`src/rtl/ov7670_fb_ctrl.sv`:
```
// ov7670_fb_ctrl -- frame-buffer sequencer for the 1-bit camera frame RAM.
//
// Write side: turns the binarised OV7670 pixel stream into RAM writes with
// linear addresses. A Start pulse arms capture of the next frame. Capture
// begins on a VSYNC rising edge and ends after V_ACTIVE lines, or earlier on
// the next VSYNC rising edge, which also sets ShortFrame.
// Read side: (RdX,RdY) requests are answered two cycles later on RdValid/RdData.
// The read side runs independently of the capture state.
//
// Ports:
//   Clock, Reset            rising-edge clock; asynchronous active-high reset
//   Start                   arms capture (ignored while Busy)
//   Busy, FrameDone         capture in progress; one-cycle end-of-capture pulse
//   ShortFrame              sticky: last capture was cut short by VSYNC
//   CamVsync, CamHref       camera sync inputs
//   CamPixValid, CamPix     pixel strobe (qualified by CamHref) and pixel bit
//   RdReq, RdX, RdY         read request and coordinates
//   RdValid, RdData         read response, two cycles after RdReq
//   RamWE/RamWAddr/RamDIn   RAM write port
//   RamRAddr/RamDOut        RAM read port (one-cycle registered read data)
//
// Build option: define OV7670_FB_CONTINUOUS_EN for continuous capture. DONE
// then re-arms for the next frame, and a Start pulse while Busy stops capture
// after the current frame.

module ov7670_fb_ctrl #(
   parameter int H_ACTIVE = 640,
   parameter int V_ACTIVE = 480,
   parameter int AW       = 19,
   parameter int XW       = 10,
   parameter int YW       = 9
) (
   input  logic          Clock,
   input  logic          Reset,
   input  logic          Start,
   output logic          Busy,
   output logic          FrameDone,
   output logic          ShortFrame,
   input  logic          CamVsync,
   input  logic          CamHref,
   input  logic          CamPixValid,
   input  logic          CamPix,
   input  logic          RdReq,
   input  logic [XW-1:0] RdX,
   input  logic [YW-1:0] RdY,
   output logic          RdValid,
   output logic          RdData,
   output logic          RamWE,
   output logic [AW-1:0] RamWAddr,
   output logic          RamDIn,
   output logic [AW-1:0] RamRAddr,
   input  logic          RamDOut
);

   localparam int CW = $clog2(H_ACTIVE + 1);
   localparam int RW = $clog2(V_ACTIVE + 1);
   localparam logic [CW-1:0] COL_MAX   = CW'(H_ACTIVE);
   localparam logic [RW-1:0] ROW_MAX   = RW'(V_ACTIVE);
   localparam logic [RW-1:0] ROW_LAST  = RW'(V_ACTIVE - 1);
   localparam logic [AW-1:0] LINE_STEP = AW'(H_ACTIVE);
   localparam logic [XW:0]   X_LIM     = (XW+1)'(H_ACTIVE);
   localparam logic [YW:0]   Y_LIM     = (YW+1)'(V_ACTIVE);

   typedef enum logic [1:0] {IDLE, ARM, CAPTURE, DONE} state_t;

   state_t        state, stateNext;
   logic          vsyncQ, vsyncPrev, hrefQ, hrefPrev;
   logic          vsyncRise, hrefFall;
   logic [CW-1:0] col;
   logic [RW-1:0] row;
   logic [AW-1:0] lineBase;
   logic          pixStrobe, rowDone, shortExit, startAccept, pixWrite;
   logic          rdInRange, rdReqQ, rdOkQ, rdOk2;
   logic [AW-1:0] rdAddr;
`ifdef OV7670_FB_CONTINUOUS_EN
   logic          stopReq;
`endif

   // Sync inputs are registered once. Edges are taken between that copy and
   // the copy one cycle older.
   // NOTE: every clocked block uses non-blocking (<=) assignments, so each
   // register samples the values from before the edge regardless of the
   // order in which the blocks are evaluated.
   always_ff @(posedge Clock or posedge Reset) begin
      if (Reset) begin
         vsyncQ    <= 1'b0;
         vsyncPrev <= 1'b0;
         hrefQ     <= 1'b0;
         hrefPrev  <= 1'b0;
      end else begin
         vsyncQ    <= CamVsync;
         vsyncPrev <= vsyncQ;
         hrefQ     <= CamHref;
         hrefPrev  <= hrefQ;
      end
   end

   assign vsyncRise = vsyncQ & ~vsyncPrev;
   assign hrefFall  = ~hrefQ & hrefPrev;
   assign pixStrobe = CamHref & CamPixValid;

   // The line counter reaches V_ACTIVE either already, or on this cycle's
   // HREF fall. Either way it takes priority over a concurrent VSYNC edge.
   assign rowDone = (row == ROW_MAX) || (hrefFall && (row == ROW_LAST));

   // NOTE: every output of this block gets a default before the case
   // statement. Without that, a path that skips an assignment would infer a latch.
   always_comb begin
      stateNext   = state;
      startAccept = 1'b0;
      shortExit   = 1'b0;
      case (state)
         IDLE: begin
            if (Start) begin
               stateNext   = ARM;
               startAccept = 1'b1;
            end
         end
         ARM: begin
            if (vsyncRise) stateNext = CAPTURE;
         end
         CAPTURE: begin
            if (rowDone) begin
               stateNext = DONE;
            end else if (vsyncRise) begin
               stateNext = DONE;
               shortExit = 1'b1;
            end
         end
         DONE: begin
`ifdef OV7670_FB_CONTINUOUS_EN
            stateNext = stopReq ? IDLE : ARM;
`else
            stateNext = IDLE;
`endif
         end
         default: stateNext = IDLE;
      endcase
   end

   // Pixels beyond H_ACTIVE are dropped. No write happens in the cycle that
   // ends a line or the frame.
   assign pixWrite = (state == CAPTURE) && pixStrobe && (col < COL_MAX) &&
                     !rowDone && !vsyncRise && !hrefFall;

   assign FrameDone = (state == DONE);
`ifdef OV7670_FB_CONTINUOUS_EN
   assign Busy = (state != IDLE) && !((state == DONE) && stopReq);
`else
   assign Busy = (state == ARM) || (state == CAPTURE);
`endif

   always_ff @(posedge Clock or posedge Reset) begin
      if (Reset) begin
         state      <= IDLE;
         ShortFrame <= 1'b0;
      end else begin
         state <= stateNext;
         if (startAccept)    ShortFrame <= 1'b0;
         else if (shortExit) ShortFrame <= 1'b1;
      end
   end

`ifdef OV7670_FB_CONTINUOUS_EN
   // A Start pulse while Busy requests a stop at the end of the current frame.
   always_ff @(posedge Clock or posedge Reset) begin
      if (Reset)                                   stopReq <= 1'b0;
      else if (startAccept || (state == DONE && stopReq)) stopReq <= 1'b0;
      else if (Start && Busy)                      stopReq <= 1'b1;
   end
`endif

   // Counters hold at zero outside CAPTURE, so every capture starts at
   // address 0. The line base grows by H_ACTIVE on each HREF fall, which
   // avoids a multiplier on the write side.
   always_ff @(posedge Clock or posedge Reset) begin
      if (Reset) begin
         col      <= '0;
         row      <= '0;
         lineBase <= '0;
      end else if (state != CAPTURE) begin
         col      <= '0;
         row      <= '0;
         lineBase <= '0;
      end else if (hrefFall) begin
         col      <= '0;
         row      <= row + RW'(1);
         lineBase <= lineBase + LINE_STEP;
      end else if (pixWrite) begin
         col <= col + CW'(1);
      end
   end

   always_ff @(posedge Clock or posedge Reset) begin
      if (Reset) begin
         RamWE    <= 1'b0;
         RamWAddr <= '0;
         RamDIn   <= 1'b0;
      end else begin
         RamWE <= pixWrite;
         if (pixWrite) begin
            RamWAddr <= lineBase + AW'(col);
            RamDIn   <= CamPix;
         end
      end
   end

   // Read pipeline. Out-of-range requests still return RdValid but leave
   // RamRAddr unchanged and force RdData to 0.
   assign rdInRange = ({1'b0, RdX} < X_LIM) && ({1'b0, RdY} < Y_LIM);
   assign rdAddr    = AW'(RdY) * LINE_STEP + AW'(RdX);

   always_ff @(posedge Clock or posedge Reset) begin
      if (Reset) begin
         rdReqQ   <= 1'b0;
         rdOkQ    <= 1'b0;
         rdOk2    <= 1'b0;
         RdValid  <= 1'b0;
         RamRAddr <= '0;
      end else begin
         rdReqQ  <= RdReq;
         rdOkQ   <= RdReq & rdInRange;
         RdValid <= rdReqQ;
         rdOk2   <= rdOkQ;
         if (RdReq && rdInRange) RamRAddr <= rdAddr;
      end
   end

   assign RdData = RdValid & rdOk2 & RamDOut;

endmodule

```
`config.mk`:
```
export PLATFORM = sky130hd
export DESIGN_NAME = ov7670_fb_ctrl
export DESIGN_NICKNAME = d
export VERILOG_FILES = /design/src/rtl/ov7670_fb_ctrl.sv
export SDC_FILE = /design/constraint.sdc
export NUM_CORES = 1
export LEC_CHECK = 0
export ABC_AREA = 0
export BUFFER_PORTS_ARGS = -buffer_cell sky130_fd_sc_hd__buf_4
export CORE_MARGIN = 10
export CORE_UTILIZATION = 35
export DETAILED_ROUTE_END_ITERATION = 12
export PLACE_DENSITY = 0.67
export RECOVER_POWER = 50
export SYNTH_ARGS = -nofsm -noshare
export SYNTH_HDL_FRONTEND = slang
export SYNTH_SLANG_ARGS = --single-unit
export TNS_END_PERCENT = 20
```
`constraint.sdc`:
```
create_clock -name Clock -period 2.6 [get_ports Clock]
set_clock_uncertainty 0.1 [all_clocks]
set_input_delay 0.52 -clock Clock [delete_from_list [all_inputs] [get_ports Clock]]
set_output_delay 0.52 -clock Clock [all_outputs]
set_load 0.005 [all_outputs]
```
* Word-level counts from Yosys, hierarchy flattened *
Cells that the tools add are included.

word-level totals
  register bits after elaboration = 89
  bits of input ports = 28
  output and inout port bits = 45
  word-level logic and storage cells = 80

cells by class
  add/subtract/negate cells = 5
  $mul = 1
  magnitude comparators = 3
  equal/unequal tests = 9
  muxes and demuxes = 19
  bitwise gates (word level) = 8
  reduce and logical (&&, ||, !) cells = 18

operators with widths
  kind                    number
  $add 19x10->19          2
  $mux 19                 2
  $mux 10                 3
  $lt 10x10->1 const B    2
  $add 19x10->19 const B  1
  $eq 9x9->1 const B      2
  $mux 9                  2
  $mul 9x3->12 const B    1
  $add 10x1->10 const B   1
  $add 9x1->9 const B     1
  $lt 9x9->1 const B      1
  $logic_and 1x1->1       8
  $mux 2                  4
  $pmux 2 s4              1
  $mux 1                  7
  $and 1x1->1             6
  $ne 2x2->1 const B      3
  $eq 2x2->1 const B      2
  $reduce_bool 2->1       2
  $logic_not 1->1         3
  $ne 3x3->1 const B      1
  $reduce_and 3->1        1
  $reduce_bool 3->1       1
  $eq 2x1->1 const B      1
  3 further kinds         5

* Longest topological paths before layout *
  depth after elaboration = 11
  gate-level depth with buffers = 10
  depth with buffers taken out = 9

* Worst setup path before layout *
OpenSTA, ideal clock, no wires.

  path kind = input -> register
  from = input RdY[1]
  to = register RamRAddr[18]
  arrival = 2776 ps
  setup slack = -358 ps
  stages = 9
  path buffers = 0
  path through = ha_1 -> ha_1 -> fa_1 -> and2_1 -> nand2_1 -> or4_4 -> nor4_4 -> o211ai_1 -> a31oi_1

on the way
  cells in the longest elaborated chain, start to end = 3

ends and longest elaborated chain
  element                                                 line  RTL
  from (decl)                                             45    input logic [YW-1:0] RdY,
  branches (longest 3 deep; another with $add 19x10->19)  -
  to (signal assigned)                                    225   if (RdReq && rdInRange) RamRAddr <= rdAddr;
  to (decl)                                               51    output logic [AW-1:0] RamRAddr,

Several ways; the timed one is not identified.
A chain may end at the register's enable or synchronous reset.

* Worst setup path after layout *
  from = input RdY[2]
  to = register RamRAddr[18]

Same word-level chain as after synthesis.

==> impl_metrics.py <==
metrics = {
    "status": {
        "status": "finished, final reports clean",
    },
    "floorplan": {
        "rows": 41,
        "num_io_pins": 73,
        "die_x_um": 133,
        "core_sq_um": 12500,
        "die-area_sq_um": 17600,
        "start_util_pct": 35.6,
        "fp.dieH_um": 133,
    },
    "power": {
        "p_per_area_nw_per_um2": 654,
        "fin_total_pwr_uw": 3730,
        "ir_drop_mv": 0.328,
        "p_leak_uw": 0.00263,
    },
    "finish": {
        "finalNetCount": 614,
        "synthToLayoutAreaGrowth_pct": 28.2,
        "fill_cells": 1214,
        "drive_above_1_share_pct": 23.7,
        "diodes": 0,
        "stdcell_count": 730,
    },
    "global_route": {
        "grt_usage_pct": 11.3,
        "grt_pass1_vias": 3596,
        "grt_pass1_wl_um": 16500,
        "antenna_found_initial": 0,
        "grt_max_degree": 32,
        "grt_overflow": 0,
    },
    "logic_synthesis": {
        "ys_seq_area_share_pct": 46.1,
        "yosys_warnings": 0,
        "netlist_instances": 455,
        "syn_avg_cell_area_sq_um": 9.78,
        "ys_ff_latch": 82,
        "syn_nets": 515,
        "synthFlopType": "dfrtp_1",
        "ys_async_sr_fraction_pct": 100,
        "synth.cell_area_sq_um": 4450,
        "synthDistinctLibCells": 53,
        "synth-edff-count": 0,
    },
    "setup_path": {
        "path_delay_family": "adder cells",
        "crit_type": "in -> reg",
        "critPathArrivalTime_ps": 2670,
        "cp.required_ps": 2760,
        "worstSetupEndpointType": "register",
        "worstSetupStartpointType": "input port",
        "crit_buf_inv": 1,
        "rrSetupSlack_ps": 250,
        "cpPeakStageDelay_ps": 580,
        "crit_path_cell_trace": "buf_4 > ha_1 > fa_2 > and2_4 > nand2_2 > or4_4 > nor4_4 > o211ai_1 > a31oi_1",
        "slowest_stage": "fa_2",
        "cp_max_fo": 3,
    },
    "clock_tree": {
        "cts_tree": "done",
        "ctsHoldBuffers": 0,
        "clk_latency_ps": 330,
        "cts.sink_count": 82,
        "cts_htree_levels": 3,
        "cts-root-buf": "clkbuf_16",
        "clk_pin_slew_worst_paths_ps": 60,
        "cts.path.max_buffers": 2,
        "cts_buffers": 9,
    },
    "worst_hold_path": {
        "hold_path.class": "in -> reg",
    },
    "sta": {
        "rsz0062_at_grt": "true",
        "tightest_slew_ps": 1270,
        "finalMaxSlewViolations": 0,
        "setup_viol": 0,
        "fin_crit_sh_pct": 96.6,
        "min_period_ps": 2510,
        "hold_violations": 0,
        "slew_headroom_pct": 15.0,
        "max_freq_ghz": 0.398,
    },
    "route": {
        "routed_wirelength_um": 9710,
        "first_pass_iters": 6,
        "via_per_inst": 4.67,
        "antenna_left": 0,
        "drc": 0,
        "route.vias.total": 3408,
        "avgRoutedWirePerCell_um": 13.3,
        "drt_iter0_drc": 215,
    },
    "flow_run": {
        "drv_cap": 0,
    },
    "placement": {
        "io_buffers": 72,
        "place_congestion": 0.818,
        "place_hpwl_um": 7750,
        "dp.cells": 715,
    },
}
## power breakdown
part | internal [uW] | switching, uW | total, uW | leakage [uW]
logic | 501 | 503 | 1000 | 0.00140
registers | 1410 | 92.1 | 1510 | 0.00109
clock network | 761 | 464 | 1230 | 0.000142
total | 2680 | 1060 | 3730 | 0.00263
## cell usage after synthesis (all sizes together), types with 2 or more instances
master / n / area (sq um)
dfrtp: 82 / 2050
nand2: 69 / 259
o21ai: 45 / 225
nor2: 31 / 119
ha: 30 / 375
xnor2: 29 / 254
inv: 18 / 67.6
and2: 12 / 75.1
xor2: 12 / 113
nand3: 11 / 55.1
a21boi: 10 / 75.1
a21oi: 9 / 48.8
or3: 9 / 56.3
clkbuf: 8 / 30.0
nor3: 8 / 40.0
nand4: 7 / 43.8
and3: 6 / 37.5
buf: 6 / 40.0
mux2: 6 / 67.6
a21o: 5 / 37.5
nor2b: 4 / 25.0
a211oi: 3 / 22.5
a31oi: 3 / 18.8
nand2b: 3 / 18.8
nor4: 3 / 33.8
o211ai: 3 / 22.5
or2: 3 / 18.8
fa: 2 / 40.0
mux2i: 2 / 20.0
o21a: 2 / 15.0
## per-stage QoR
stage	util, %	TNS, ps	instance area (sq um)	hold WS [ps]	worst slack, ps
after floorplan	-	-224	4510	231	-88.7
after global routing	45.6	-33.9	5710	200	-33.9
after detailed placement	43.5	-1420	5440	242	-335
final	45.6	0	5710	212	87.7
after global placement	43.5	-1150	5440	235	-294
after CTS	45.8	0	5730	180	28.0
## layout make-up
| type | instances | area (sq um) | area share (%) |
|---|---|---|---|
| multi-input cells | 341 | 2320 | 40.7 |
| flip-flops and latches | 82 | 2050 | 36.0 |
| repair buffers | 102 | 761 | 13.3 |
| clock buffers | 12 | 246 | 4.32 |
| well taps | 172 | 215 | 3.77 |
| inverters | 18 | 68.8 | 1.21 |
| clock inverters | 3 | 40.0 | 0.702 |
## per-layer routing
metal  GRT usage, %  part of all wire, %  vias up  routed length [um]
met5              0                    0        -                   0
met4           5.32                  1.4        0                 138
met3           2.80                  4.6       13                 442
met2           20.1                   52       63                5040
met1           12.2                   42     1583                4090
li1               -                    -     1749                   -
## cells by family after synthesis
kind of cell,after synthesis,synth area share (%)
flops,82,46.1
xor+xnor,41,8.23
mux,8,1.97
compound gates,89,12.8
buf+inv,32,3.09
other cells,1,0.0842
simple gates,170,18.4
fa+ha+maj,32,9.33
## flip-flops by register name, summed over array words and instances (netlist names)
signal      flops
RamDIn          1
RamRAddr       19
RamWAddr       19
RamWE           1
RdValid         1
ShortFrame      1
col            10
hrefPrev        1
hrefQ           1
lineBase       12
rdOk2           1
rdOkQ           1
rdReqQ          1
row             9
state           2
vsyncPrev       1
vsyncQ          1
## placed cells by master (no fill, tap or decap), types with 3 or more instances in the layout
cell type,synthesis,routed
buf_4,4,92
dfrtp_1,82,82
nand2_1,69,68
nor2_1,30,30
xnor2_1,29,29
o21ai_1,25,27
ha_1,30,27
o21ai_0,20,18
inv_1,17,16
nand3_1,11,11
xor2_1,11,11
and2_1,12,10
or3_1,9,9
clkbuf_16,0,9
a21boi_0,8,8
a21oi_1,8,7
nand4_1,7,7
nor3_1,8,7
and3_1,6,6
mux2_1,6,6
a21o_1,5,5
clkbuf_1,8,5
nor2b_1,4,4
clkbuf_4,0,4
a31oi_1,3,3
nand2b_1,3,3
o211ai_1,3,3
## path summary, 6_finish.rpt
check / startpoint / end / cells past startpoint
max in group asynchronous: Reset / RamWAddr[2] / 3
setup reg to reg: row[2] / RamDIn / 6
hold reg to reg: rdReqQ / RdValid / 0
hold / removal: CamVsync / vsyncQ / 1
min in group asynchronous: Reset / RamRAddr[2] / 2
setup / recovery: RdY[2] / RamRAddr[18] / 9
## worst reg2reg max path, delay by kind of cell, from the launching register on
kind | cells | cell delay, ps
buffers and inverters | 1 | 190
flip-flops | 1 | 420
AO/OA/AOI/OAI | 2 | 440
AND/OR/NAND/NOR | 2 | 750
multiplexers | 1 | 320
## what timing repair did
action,4_1_cts,5_1_grt
setup endpoints to repair,0,4
resized for setup,0,5
buffers inserted,0,0
hold endpoints to repair,0,0
Note: power is estimated with default switching activity, not from simulation.
